===== config.mk =====
export PLATFORM = sky130hd
export DESIGN_NAME = pe_operand_sel
export DESIGN_NICKNAME = d
export VERILOG_FILES = /design/src/rtl/pe_operand_sel.sv
export SDC_FILE = /design/constraint.sdc
export NUM_CORES = 1
export LEC_CHECK = 0
export ABC_AREA = 1
export CORE_MARGIN = 2
export CORE_UTILIZATION = 44
export CTS_CLUSTER_SIZE = 14
export DETAILED_ROUTE_END_ITERATION = 16
export GPL_TIMING_DRIVEN = 0
export PLACE_DENSITY = 0.86
export SYNTH_ARGS = -nofsm -noshare
export SYNTH_HDL_FRONTEND = slang
export SYNTH_SLANG_ARGS = --single-unit
export TNS_END_PERCENT = 1

===== constraint.sdc =====
create_clock -name clk -period 2.3 [get_ports clk]
set_clock_uncertainty 0.15 [all_clocks]
set_input_delay 0.69 -clock clk [delete_from_list [all_inputs] [get_ports clk]]
set_output_delay 0.69 -clock clk [all_outputs]
set_load 0.02 [all_outputs]

===== src/rtl/pe_operand_sel.sv =====
// N-input valid/ready operand selector feeding a 2-entry registered output buffer.
// An out-of-range select never transfers data and raises a sticky error flag.
module pe_operand_sel #(
    parameter int unsigned WIDTH = 32,
    parameter int unsigned N_IN  = 3,
    parameter int unsigned SEL_W = (N_IN > 1) ? $clog2(N_IN) : 1
) (
    input  logic                  clk,
    input  logic                  rst,
    input  logic [N_IN*WIDTH-1:0] in_data,
    input  logic [N_IN-1:0]       in_valid,
    output logic [N_IN-1:0]       in_ready,
    input  logic [SEL_W-1:0]      sel,
    input  logic                  flush,
    output logic [WIDTH-1:0]      out_data,
    output logic                  out_valid,
    input  logic                  out_ready,
    output logic                  sel_err
);

    logic [1:0]       count_q, count_d;
    logic [WIDTH-1:0] buf0_q, buf0_d;
    logic [WIDTH-1:0] buf1_q, buf1_d;
    logic             sel_err_q, sel_err_d;

    logic             sel_ok;
    logic             push;
    logic             pop;
    logic [WIDTH-1:0] sel_data;

    assign sel_ok = 32'(sel) < N_IN;

    // Ready is derived from occupancy only, never from out_ready.
    always_comb begin
        in_ready = '0;
        sel_data = '0;
        for (int unsigned i = 0; i < N_IN; i++) begin
            if (32'(sel) == i) begin
                in_ready[i] = sel_ok && (count_q != 2'd2) && !flush && !rst;
                sel_data    = in_data[i*WIDTH +: WIDTH];
            end
        end
    end

    assign push      = |(in_valid & in_ready);
    assign out_valid = count_q != 2'd0;
    assign pop       = out_valid && out_ready;
    assign out_data  = buf0_q;
    assign sel_err   = sel_err_q;

    always_comb begin
        count_d   = count_q;
        buf0_d    = buf0_q;
        buf1_d    = buf1_q;
        sel_err_d = sel_err_q;
        if (flush) begin
            // Contents are left in place so out_data keeps its last value.
            count_d   = 2'd0;
            sel_err_d = 1'b0;
        end else begin
            if (!sel_ok) begin
                sel_err_d = 1'b1;
            end
            case (count_q)
                2'd0: begin
                    if (push) begin
                        buf0_d  = sel_data;
                        count_d = 2'd1;
                    end
                end
                2'd1: begin
                    if (push && pop) begin
                        buf0_d = sel_data;
                    end else if (push) begin
                        buf1_d  = sel_data;
                        count_d = 2'd2;
                    end else if (pop) begin
                        count_d = 2'd0;
                    end
                end
                2'd2: begin
                    if (pop) begin
                        buf0_d  = buf1_q;
                        count_d = 2'd1;
                    end
                end
                default: begin
                    count_d = 2'd0;
                end
            endcase
        end
    end

    always_ff @(posedge clk) begin
        if (rst) begin
            count_q   <= 2'd0;
            buf0_q    <= '0;
            buf1_q    <= '0;
            sel_err_q <= 1'b0;
        end else begin
            count_q   <= count_d;
            buf0_q    <= buf0_d;
            buf1_q    <= buf1_d;
            sel_err_q <= sel_err_d;
        end
    end

endmodule

# ---- Word level (Yosys, flattened, before mapping)
# Cells that the tools add are included.
dict set report classes {
  n_eq_ne 10
  n_lt_le_gt_ge 1
  n_mux 16
  n_reduce_logical 16
  bitwise_logic 3
}
# op n
set op_table {}
lappend op_table {{32-bit 2-to-1 mux} 6}
lappend op_table {{32-bit case mux with 3 select lines} 1}
lappend op_table {{2-bit 2-to-1 mux} 5}
lappend op_table {{2-bit inequality test, second input constant} 5}
lappend op_table {{4-bit AND reduction} 2}
lappend op_table {{2-bit case mux with 3 select lines} 1}
lappend op_table {{1-bit logical AND} 5}
lappend op_table {{5-bit AND reduction} 1}
lappend op_table {{2-bit by 1-bit == test with 1-bit output, second input constant} 2}
lappend op_table {{2-bit == test, second input constant} 2}
lappend op_table {{2-bit logical NOT} 2}
lappend op_table {{3-bit AND} 1}
lappend op_table {{1-bit 2-to-1 mux} 3}
lappend op_table {{3-bit inequality test, second input constant} 1}
lappend op_table {{3-bit nonzero test} 1}
lappend op_table {{3-bit OR reduction} 1}
lappend op_table {{1-bit logical NOT} 2}
lappend op_table {{2-bit < comparator, second input constant} 1}
lappend op_table {{1-bit NOT} 2}
lappend op_table {{2-bit nonzero test} 1}
lappend op_table {{2-bit OR reduction} 1}
dict set report word_totals {
  output_inout_bits 37
  in_bits 105
  word_cells 50
  register_bits 67
}

# ---- Logic depth before layout (Yosys ltp)
# Gate-level depths: netlist of the first run.
dict set report depth {
  ltp_word 10
  depth_mapped 12
  ltp_nobuf 11
}

# ---- Worst setup path after synthesis of the first run
# OpenSTA, ideal clock, no wires.
dict set report synth_timing {
  path_type {in2out}
  start {input sel[1]}
  end {output in_ready[0]}
  required_time_ns 1.460
  arrival_time_ns 1.522
  path_buffers 1
  setup_slack_ns -0.062
  path_stages 4
  cell_sequence {nor2_2 clkbuf_1 inv_1 nor2_1}
}
dict set report synth_between {
  elab_chain_cells 5
  elab_cells_between_ends 6
  classes_between {1 x order compare; 1 x mux; 4 x reduce/logical}
}
# item line_no
set synth_rtl {}
lappend synth_rtl {{start, declared} 13} ;# input logic [SEL_W-1:0] sel,
lappend synth_rtl {{2-bit < comparator} 31} ;# assign sel_ok = 32'(sel) < N_IN;
lappend synth_rtl {{1-bit logical AND (3 in series)} 39} ;# in_ready[i] = sel_ok && (count_q != 2'd2) && !flush && !rst;
lappend synth_rtl {{1-bit 2-to-1 mux (*)} 38} ;# if (32'(sel) == i) begin
lappend synth_rtl {{end, declared} 12} ;# output logic [N_IN-1:0] in_ready,
# Every way passes the cells marked *; elsewhere a longest branch is shown, timed or not.

# ---- Worst setup path in the final report of the first run
dict set report layout_timing {
  start {input flush}
  end {output in_ready[1]}
}
dict set report layout_between {
  elab_chain_cells 4
}
# item line_no
set layout_rtl {}
lappend layout_rtl {{start, declared} 14} ;# input logic flush,
lappend layout_rtl {{1-bit logical NOT} 39}
lappend layout_rtl {{1-bit logical AND (2 in series)} 39}
lappend layout_rtl {{1-bit 2-to-1 mux} 38}
# Every way passes these cells.

==> out/metrics.cfg, run 1 <==
[power_and_ir_drop]
p_clk_share_pct = 42.9
cellInternalPower_mw = 2.33
seqPwrFrac_pct = 38.9
switching_share_pct = 24.5
pwr_density_cell_nw_per_um2 = 551
p_sw_mw = 0.757
pwr-share-comb_pct = 18.2
ir_drop_uv = 322
leakagePower_nw = 2.83

[setup_path]
r2r-end = out_data[1]$_SDFFE_PP0P_
slowest_delay_ns = 0.21
crit_chain = clkdlybuf4s15_1 > nor2_4 > nand2_4 > nor3_2 > buf_4
cp_max_fo = 3
slowest_stage = clkdlybuf4s15_1
critical_path_class = in2out
ff2ff_setup_slack_ns = 0.37
required_ns = 1.46
ff2ff_path_depth = 12
critPathLaunchType = input pin
end_kind = primary output
critPathArrivalTime_ns = 1.42
rr_startpoint = count_q[0]$_SDFFE_PP0P_

[routing]
drc = 0
first_pass_iters = 5
drt-total-wl_um = 12600
ant_nets = 0
viasPerCell = 4.92
first_iter_violations = 216
vias = 4529
wl_per_cell_um = 13.7

[worst_hold_path]
hold_class = reg2reg
worstHoldEndpoint = out_data[10]$_SDFFE_PP0P_
hp-start = out_data[10]$_SDFFE_PP0P_
hold_depth = 4

[layout]
final_cell_mix = nand2_1, clkdlybuf4s50_1, nor2_1
fillCellCount = 674
nNetsFinal = 916
fin_cells = 921
final_core_util_pct = 68.6
diodes = 0
syn_to_final_growth_pct = 51.8
layout_commonest_cell = nand2_1
layout-drive-gt1-share_pct = 7.48

[sta]
rsz0062_at_grt = true
post-route-min-period_ns = 2.26
finalCritPeriodShare_pct = 98.4
final-max-slew-violation-count = 0
worst_pin_slew_ns = 0.607
relSlewSlack_pct = 59.5
setup_viol = 0
timing.fmax_mhz = 442
finalHoldViolCount = 0

[die]
die_area_um2 = 9140
start_util_pct = 45.2
num_rows = 33
die_x_um = 95.6
core_um2 = 8180
io_pins = 142
die_y_um = 95.6

[logic_synthesis]
post-synth-top-area-fraction_pct = 36.3
syn_nets = 760
syn_area_per_cell_um2 = 5.64
synth_cell_types = 19
synth_cells = 655
synth_area_leaders = dfxtp_1, nand2_1, nor2_1
synth_seq_cells = 67
yosysSeqAreaShare_pct = 36.3
synth.cell_area_um2 = 3690
synth_top_area_cell = dfxtp_1
yosysWarnings = 0

[placement]
dpl.hpwl_um = 9030
portBuffers = 141
gp_congestion = 0.814
placed_cells = 901

[clock_tree]
clock_latency_ns = 0.34
cts_root_buf = clkbuf_8
cts-buffers-inserted = 9
cts_buffer_depth = 2
cts_num_sinks = 67
path_clk_slew_ns = 0.07
htreeDepth = 3
cts_hold_buf = 0
cts_tree = built

[global_route]
grt_max_degree = 13
antenna_found_initial = 0
track_usage_pct = 27.8
grt_overflow = 0
grt_pass1_wl_um = 19600
grt_pass1_vias = 4360

[flow_run]
drv_cap = 0

[status]
status = complete, no violations

[sequential cells by signal (all words and copies together) (netlist names)]
register,count
buf1_q,32
out_data,32
sel_err,1
count_q,2
[per-layer routing]
metal / share of wire, % / wire (um) / track usage (%)
met5: 0 / 0 / 0
met4: 2.0 / 258 / 10.1
met2: 49 / 6210 / 50.9
met1: 40 / 5060 / 31.4
met3: 8.7 / 1100 / 6.25
[through the flow]
step / instance area [um2] / hold slack, ns / setup slack, ns / setup TNS (ns) / total power, mW
floorplan: 3700 / 0.335 / -0.000216 / -0.000216 / 1.46
global placement: 5240 / 0.311 / -1.43 / -36.70 / 1.76
detailed placement: 5240 / 0.349 / -1.42 / -39.06 / 1.77
CTS: 5570 / 0.362 / -0.0242 / -0.0456 / 3.08
global route: 5610 / 0.386 / -0.00947 / -0.0318 / 3.19
finish: 5610 / 0.364 / 0.0372 / 0 / 3.09
[power groups by stage]
stage                     Sequential [mW]  Combinational [mW]  Clock [mW]
final                                1.20               0.561        1.33
after global routing                 1.20               0.615        1.37
after CTS                            1.20               0.555        1.33
after detailed placement             1.23               0.542           0
after global placement               1.23               0.530           0
after floorplan                      1.26               0.203           0
[cells by family after synthesis]
logic type,count (synthesis),share of synthesized area [%]
simple gates,442,46.9
buf+inv,109,11.7
flops,67,36.3
compound gates,37,5.15
[Yosys cell counts, drive strengths merged]
library cell and number:
a21oi 2, buf 15, clkbuf 20, dfxtp 67, inv 74, nand2 264, nand3 35, nand4 4
nor2 137, nor3 1, o211a 1, o21ai 34, or2 1
[timing repair]
action,CTS,global route
setup endpoints to repair,69,50
gates resized for setup,35,27
pin swaps,2,4
hold endpoints to repair,0,0
setup buffers,3,1
[final cells by class]
class / instances / area [um2] / area share, %
Buffer: 35 / 184 / 3.28
Clock buffer: 10 / 138 / 2.46
Clock inverter: 6 / 136 / 2.43
Inverter: 74 / 280 / 5.00
Multi-Input combinational cell: 479 / 1970 / 35.1
Sequential cell: 67 / 1340 / 24.0
Tap cell: 105 / 131 / 2.34
Timing Repair Buffer: 145 / 1430 / 25.4
[worst max-delay path by stage]
| stage | start | to | slack (ns) | depth (start not counted) |
|---|---|---|---|---|
| finish | flush | in_ready[1] | 0.04 | 5 |
| detailed placement | sel[1] | in_ready[0] | -1.42 | 6 |
| CTS | sel[0] | in_ready[0] | -0.02 | 6 |
| global placement | sel[1] | in_ready[0] | -1.43 | 6 |
| global route | out_ready | out_data[3]$_SDFFE_PP0P_ | -0.009 | 9 |
| floorplan | sel[1] | in_ready[0] | -0.0002 | 4 |
[worst max-delay path, delay by kind of cell]
kind | cells | cell delay [ns]
buffers and inverters | 2 | 0.37
AND/OR/NAND/NOR | 3 | 0.36
Note: power is estimated with default switching activity, not from simulation.
==> run 2: changes to the inputs <==
--- a/config.mk
+++ b/config.mk
@@ -6,6 +6,8 @@
 export NUM_CORES = 1
 export LEC_CHECK = 0
 export ABC_AREA = 1
+export ABC_CLOCK_PERIOD_IN_PS = 2300
+export CORE_ASPECT_RATIO = 0.9
 export CORE_MARGIN = 2
 export CORE_UTILIZATION = 44
 export CTS_CLUSTER_SIZE = 14
==> run 2 against run 1 <==
Effect of this change:
- first-iteration DRC count rose by 39%
- register-to-register slack better by 0.09 ns
- sequential share of layout area grew 0.46 points
- total power fell by 16%
- sequential power about the same
- cell count decreased by 0.76%
- worst hold slack got worse by 0.0062 ns
- critical path depth increased by 1
- critical path type unchanged
- critical endpoint is now in_ready[0]
- largest cell class unchanged
==> out/metrics.cfg, run 2 (synthesis results as in run 1) <==
[setup_path]
critPathArrivalTime_ns = 1.46
slowest_stage = clkdlybuf4s15_2
ff2ff_path_depth = 9
critPathMostFrequentCell = nor2_4
rr_startpoint = count_q[0]$_SDFFE_PP0P_
critPathTopFamily = buffers and inverters
end_kind = primary output
required_ns = 1.46
path_depth = 6
crit_buf_inv = 4
slowest_delay_ns = 0.22
crit_chain = clkdlybuf4s15_2 > nor2_4 > clkbuf_8 > inv_1 > nor2_4 > buf_6
r2r-end = buf1_q[27]$_SDFFE_PP0P_
critPathLaunchType = input pin
ff2ff_setup_slack_ns = 0.46
cp_max_fo = 3
critical_path_class = in2out

[sta]
finalCritPeriodShare_pct = 99.8
setup_viol = 0
timing.fmax_mhz = 436
rsz0062_at_grt = true
final-max-slew-violation-count = 0
finalHoldViolCount = 0
post-route-min-period_ns = 2.30
worst_pin_slew_ns = 0.647
relSlewSlack_pct = 56.9
whs_ns = 0.358

[die]
die_area_um2 = 9140
die_x_um = 101
start_util_pct = 45.6
core_um2 = 8110
num_rows = 31
io_pins = 142
die_y_um = 90.9

[clock_tree]
cts_buffer_depth = 2
clock_latency_ns = 0.35
cts_tree = built
cts-buffers-inserted = 9
cts_num_sinks = 67
cts_root_buf = clkbuf_8
htreeDepth = 3
path_clk_slew_ns = 0.07

[routing]
top_layer = met4
viasPerCell = 4.95
wl_met1_um = 5060
wl_per_cell_um = 13.5
wl_met2_um = 5820
ant_nets = 0
vias = 4528
drc = 0
drt-total-wl_um = 12300
first_iter_violations = 300
first_pass_iters = 5
dr_wl_met3_um = 1230

[global_route]
grt_pass1_wl_um = 19600
antenna_found_initial = 0
grt_max_degree = 12
grt_pass1_vias = 4302
track_usage_pct = 27.1
grt_overflow = 0

[layout]
diodes = 0
fin_cells = 914
layout_commonest_cell = nand2_1
final_core_util_pct = 67.8
syn_to_final_growth_pct = 48.9
final_cell_mix = nand2_1, clkdlybuf4s50_1, nor2_1
layout-drive-gt1-share_pct = 7.73
nNetsFinal = 915

[placement]
dpl.hpwl_um = 9130
placed_cells = 895
gp_congestion = 0.843
portBuffers = 141

[flow_run]
drv_cap = 0

[worst_hold_path]
hp-start = out_data[13]$_SDFFE_PP0P_
hold_class = reg2reg
hold_depth = 4
worstHoldEndpoint = out_data[13]$_SDFFE_PP0P_

[status]
status = complete, no violations

[power_and_ir_drop]
leakagePower_nw = 2.79
ir_drop_uv = 267
pwr_density_cell_nw_per_um2 = 473

-- run 2: through the flow --
stage | area (um2) | TNS [ns] | total power [mW] | setup slack (ns)
5_1_grt | 5500 | -0.0590 | 2.71 | -0.0417
2_1_floorplan | 3700 | -0.000216 | 1.46 | -0.000216
6_report | 5500 | 0 | 2.60 | 0.00456
3_3_place_gp | 5240 | -35.92 | 1.76 | -1.37
4_1_cts | 5460 | -0.0709 | 2.59 | -0.0585
3_5_place_dp | 5240 | -39.71 | 1.77 | -1.39
-- run 2: how the worst max path moves through the flow --
stage           start          end  slack (ns)
5_1_grt        sel[0]  in_ready[0]       -0.04
3_3_place_gp   sel[1]  in_ready[0]       -1.37
2_1_floorplan  sel[1]  in_ready[0]     -0.0002
6_report       sel[0]  in_ready[0]       0.005
3_5_place_dp   sel[1]  in_ready[0]       -1.39
4_1_cts        sel[1]  in_ready[0]       -0.06
-- run 2: what timing repair did --
item                                    CTS  global route
gates resized for setup                  45            24
pin swaps                                 5             3
hold buffers                              0             0
endpoints found under the setup margin   69            35
setup buffers                             3             0
-- run 2: layer usage --
metal	track usage, %	vias up
li1	-	2261
met1	32.4	2013
met2	47.1	224
met3	7.51	30
met4	7.76	0
met5	0	-
-- run 2: report_power, final --
group / internal, mW / switching (mW) / leakage, nW
logic: 0.285 / 0.275 / 2.16
clock network: 0.382 / 0.461 / 0.0856
registers: 1.19 / 0.0138 / 0.542
-- run 2: worst min-delay path, stage by stage (launching register included) --
cell and delay (ns):
dfxtp_1 0.31, inv_1 0.04, nand2_1 0.04, nand2_1 0.05, nor2_1 0.03
-- run 2: cell type report --
class	count	area, um2
Tap cell	99	124
Timing Repair Buffer	144	1430
Clock buffer	10	128
Buffer	35	184
Clock inverter	6	32.5
Fill cell	753	2610
Inverter	74	278
Multi-Input combinational cell	479	1980
Sequential cell	67	1340
==> RTL change: new RTL, flow settings as in run 2 <==
Reset style: asynchronous (`rst`), changed in one clocked block.
--- a/src/rtl/pe_operand_sel.sv
+++ b/src/rtl/pe_operand_sel.sv
@@ -91,7 +91,7 @@
         end
     end
 
-    always_ff @(posedge clk) begin
+    always_ff @(posedge clk or posedge rst) begin
         if (rst) begin
             count_q   <= 2'd0;
             buf0_q    <= '0;
Behaviour: differs if rst is asserted again (counterexample within 4 cycles, from zero or initial values and one cycle with rst high); with rst held inactive, the same outputs for 4 cycles.
==> RTL change against run 2 <==
Synthesized cell count is 19% lower; critical path depth is 1 higher; worst setup slack better by 0.039 ns; final area is 0.77% lower; via count is 10% lower; synthesized area is 1.5% lower; routed wire length is 7.2% lower; critical path type unchanged; first-iteration DRC count is 29% lower; sequential cell count stayed put; critical endpoint is now in_ready[2].
Power is not compared: it rests on default switching activity, and its combinational part moved more than twofold at a synthesized area within 25%.
==> RTL change: results (changes against run 2) <==
| Result | Reported | vs run 2 |
| --- | --- | --- |
| Outcome | completed | unchanged |
| Startpoint of the lowest-slack register-to-register path | count_q[1] | was count_q[0] |
| Placed instance count | 770 | was 895 |
| Worst Path Arrival | 1.42 ns | was 1.46 ns |
| Net count after synthesis | 634 | was 760 |
| Post-Route M1 WL | 4793 µm | was 5057 µm |
| Global-route wire length before repair | 18860 µm | was 19620 µm |
| Routability congestion estimate from global placement | 0.8803 | was 0.8431 |
| Count of unique library cells instantiated by Yosys | 18 | was 19 |
| Slowest stage cell on the critical path | buf_2 | was clkdlybuf4s15_2 |
| Commonest register cell after synthesis | dfrtp_1 | was dfxtp_1 |
| Detail-routed net length per standard cell | 14.49 µm | was 13.51 µm |
| Highest net fanout along the worst path | 6 | was 3 |
| Number of global-route vias before repair | 4077 | was 4302 |
| Detailed route wirelength on metal3 | 929 µm | was 1228 µm |
| Wire length after detailed routing | 11460 µm | was 12350 µm |
| DRT iter0 DRCs | 213 | was 300 |
| Cell depth of the worst flop-to-flop path | 12 | was 9 |
| Kind of path behind the tightest hold check | in2async | was reg2reg |
| Max stage delay on crit path | 0.18 ns | was 0.22 ns |
| Worst r2r dst | buf1_q[12] | was buf1_q[27] |
| DR vias/cell | 5.144 | was 4.954 |
| Number of search-and-repair iterations in the first detailed-routing pass | 4 | was 5 |
| Share of the yosys chip area belonging to registers | 46.06% | was 36.31% |
| Actual transition at the worst max-transition pin | 0.6891 ns | was 0.6471 ns |
| Synthesized instance count | 529 | was 655 |
| Endpoint of the most critical setup path | in_ready[2] | was in_ready[0] |
| Met2 wire length | 5481 µm | was 5819 µm |
| Proportion of synthesized flip-flops having asynchronous set or reset | 100.0% | was 0% |
| Top area cells in the synthesized netlist | dfrtp_1, nand2_1, nand3_1 | was dfxtp_1, nand2_1, nor2_1 |
[RTL change: changes by cell type after synthesis, sizes merged, moves of 3 or more]
cell	delta
dfxtp	-67
inv	-31
o21ai	+32
nor2	-125
clkbuf	-3
dfrtp	+67
nand3	+36
nand2	-31
[RTL change: kinds of logic (layout without fill, tap and decap cells)]
family / count (synthesis) / after routing / synth area share (%)
and+or+nand+nor: 320 / 320 / 36.27
buffers and inverters: 74 / 237 / 8.319
AOI/OAI and AO/OA: 68 / 68 / 9.350
DFF: 67 / 67 / 46.06
[RTL change: metal layers]
layer  GRT usage, %  vias to the layer above
met5              0                        -
met1          34.40                     1876
met4          9.361                        0
met3          4.257                       21
met2          43.52                      183
li1               -                     1989
[RTL change: through the flow]
| step | setup TNS (ns) | setup WS [ns] | power [µW] | util, % | cell area [µm²] |
|---|---|---|---|---|---|
| global placement | -48.04 | -0.9066 | 3551 | 64.50 | 5179 |
| detailed placement | -42.08 | -0.9074 | 3625 | 64.75 | 5199 |
| CTS | 0 | 0.001140 | 4534 | 67.43 | 5414 |
| finish | 0 | 0.04377 | 4522 | 67.96 | 5456 |
| global route | -0.2821 | -0.04716 | 4817 | 67.96 | 5456 |
| floorplan | -0.05285 | -0.02642 | 2760 | - | 3643 |
[RTL change: power groups by stage]
stage,sequential [µW],clock (µW),combinational [µW]
floorplan,2140,0,619
detailed placement,1910,0,1710
CTS,1890,906,1730
finish,1890,894,1730
global placement,1900,0,1660
global route,1950,952,1920
[RTL change: worst min path at each step]
stage,depth (start not counted),to,startpoint
after floorplan,2,buf1_q[0],buf1_q[0]
after global placement,2,out_data[31],out_data[31]
after detailed placement,2,out_data[26],out_data[26]
after CTS,2,out_data[14],rst
after global routing,2,out_data[14],rst
final,2,sel_err,rst
[RTL change: cell type report]
cell class                 count  area [µm²]
fill                         697        2572
buffer                        31       158.9
clock buffer                  10       137.6
tap                           99       123.9
multi-input combinational    388        1699
timing repair buffer         147        1454
sequential                    67        1677
inverter                      43       165.2
clock inverter                 6       41.29
[RTL change: what timing repair did]
item | CTS | global route
buffers inserted | 4 | 1
resized for setup | 45 | 17
pin swaps | 5 | 4
setup endpoints to repair | 68 | 66
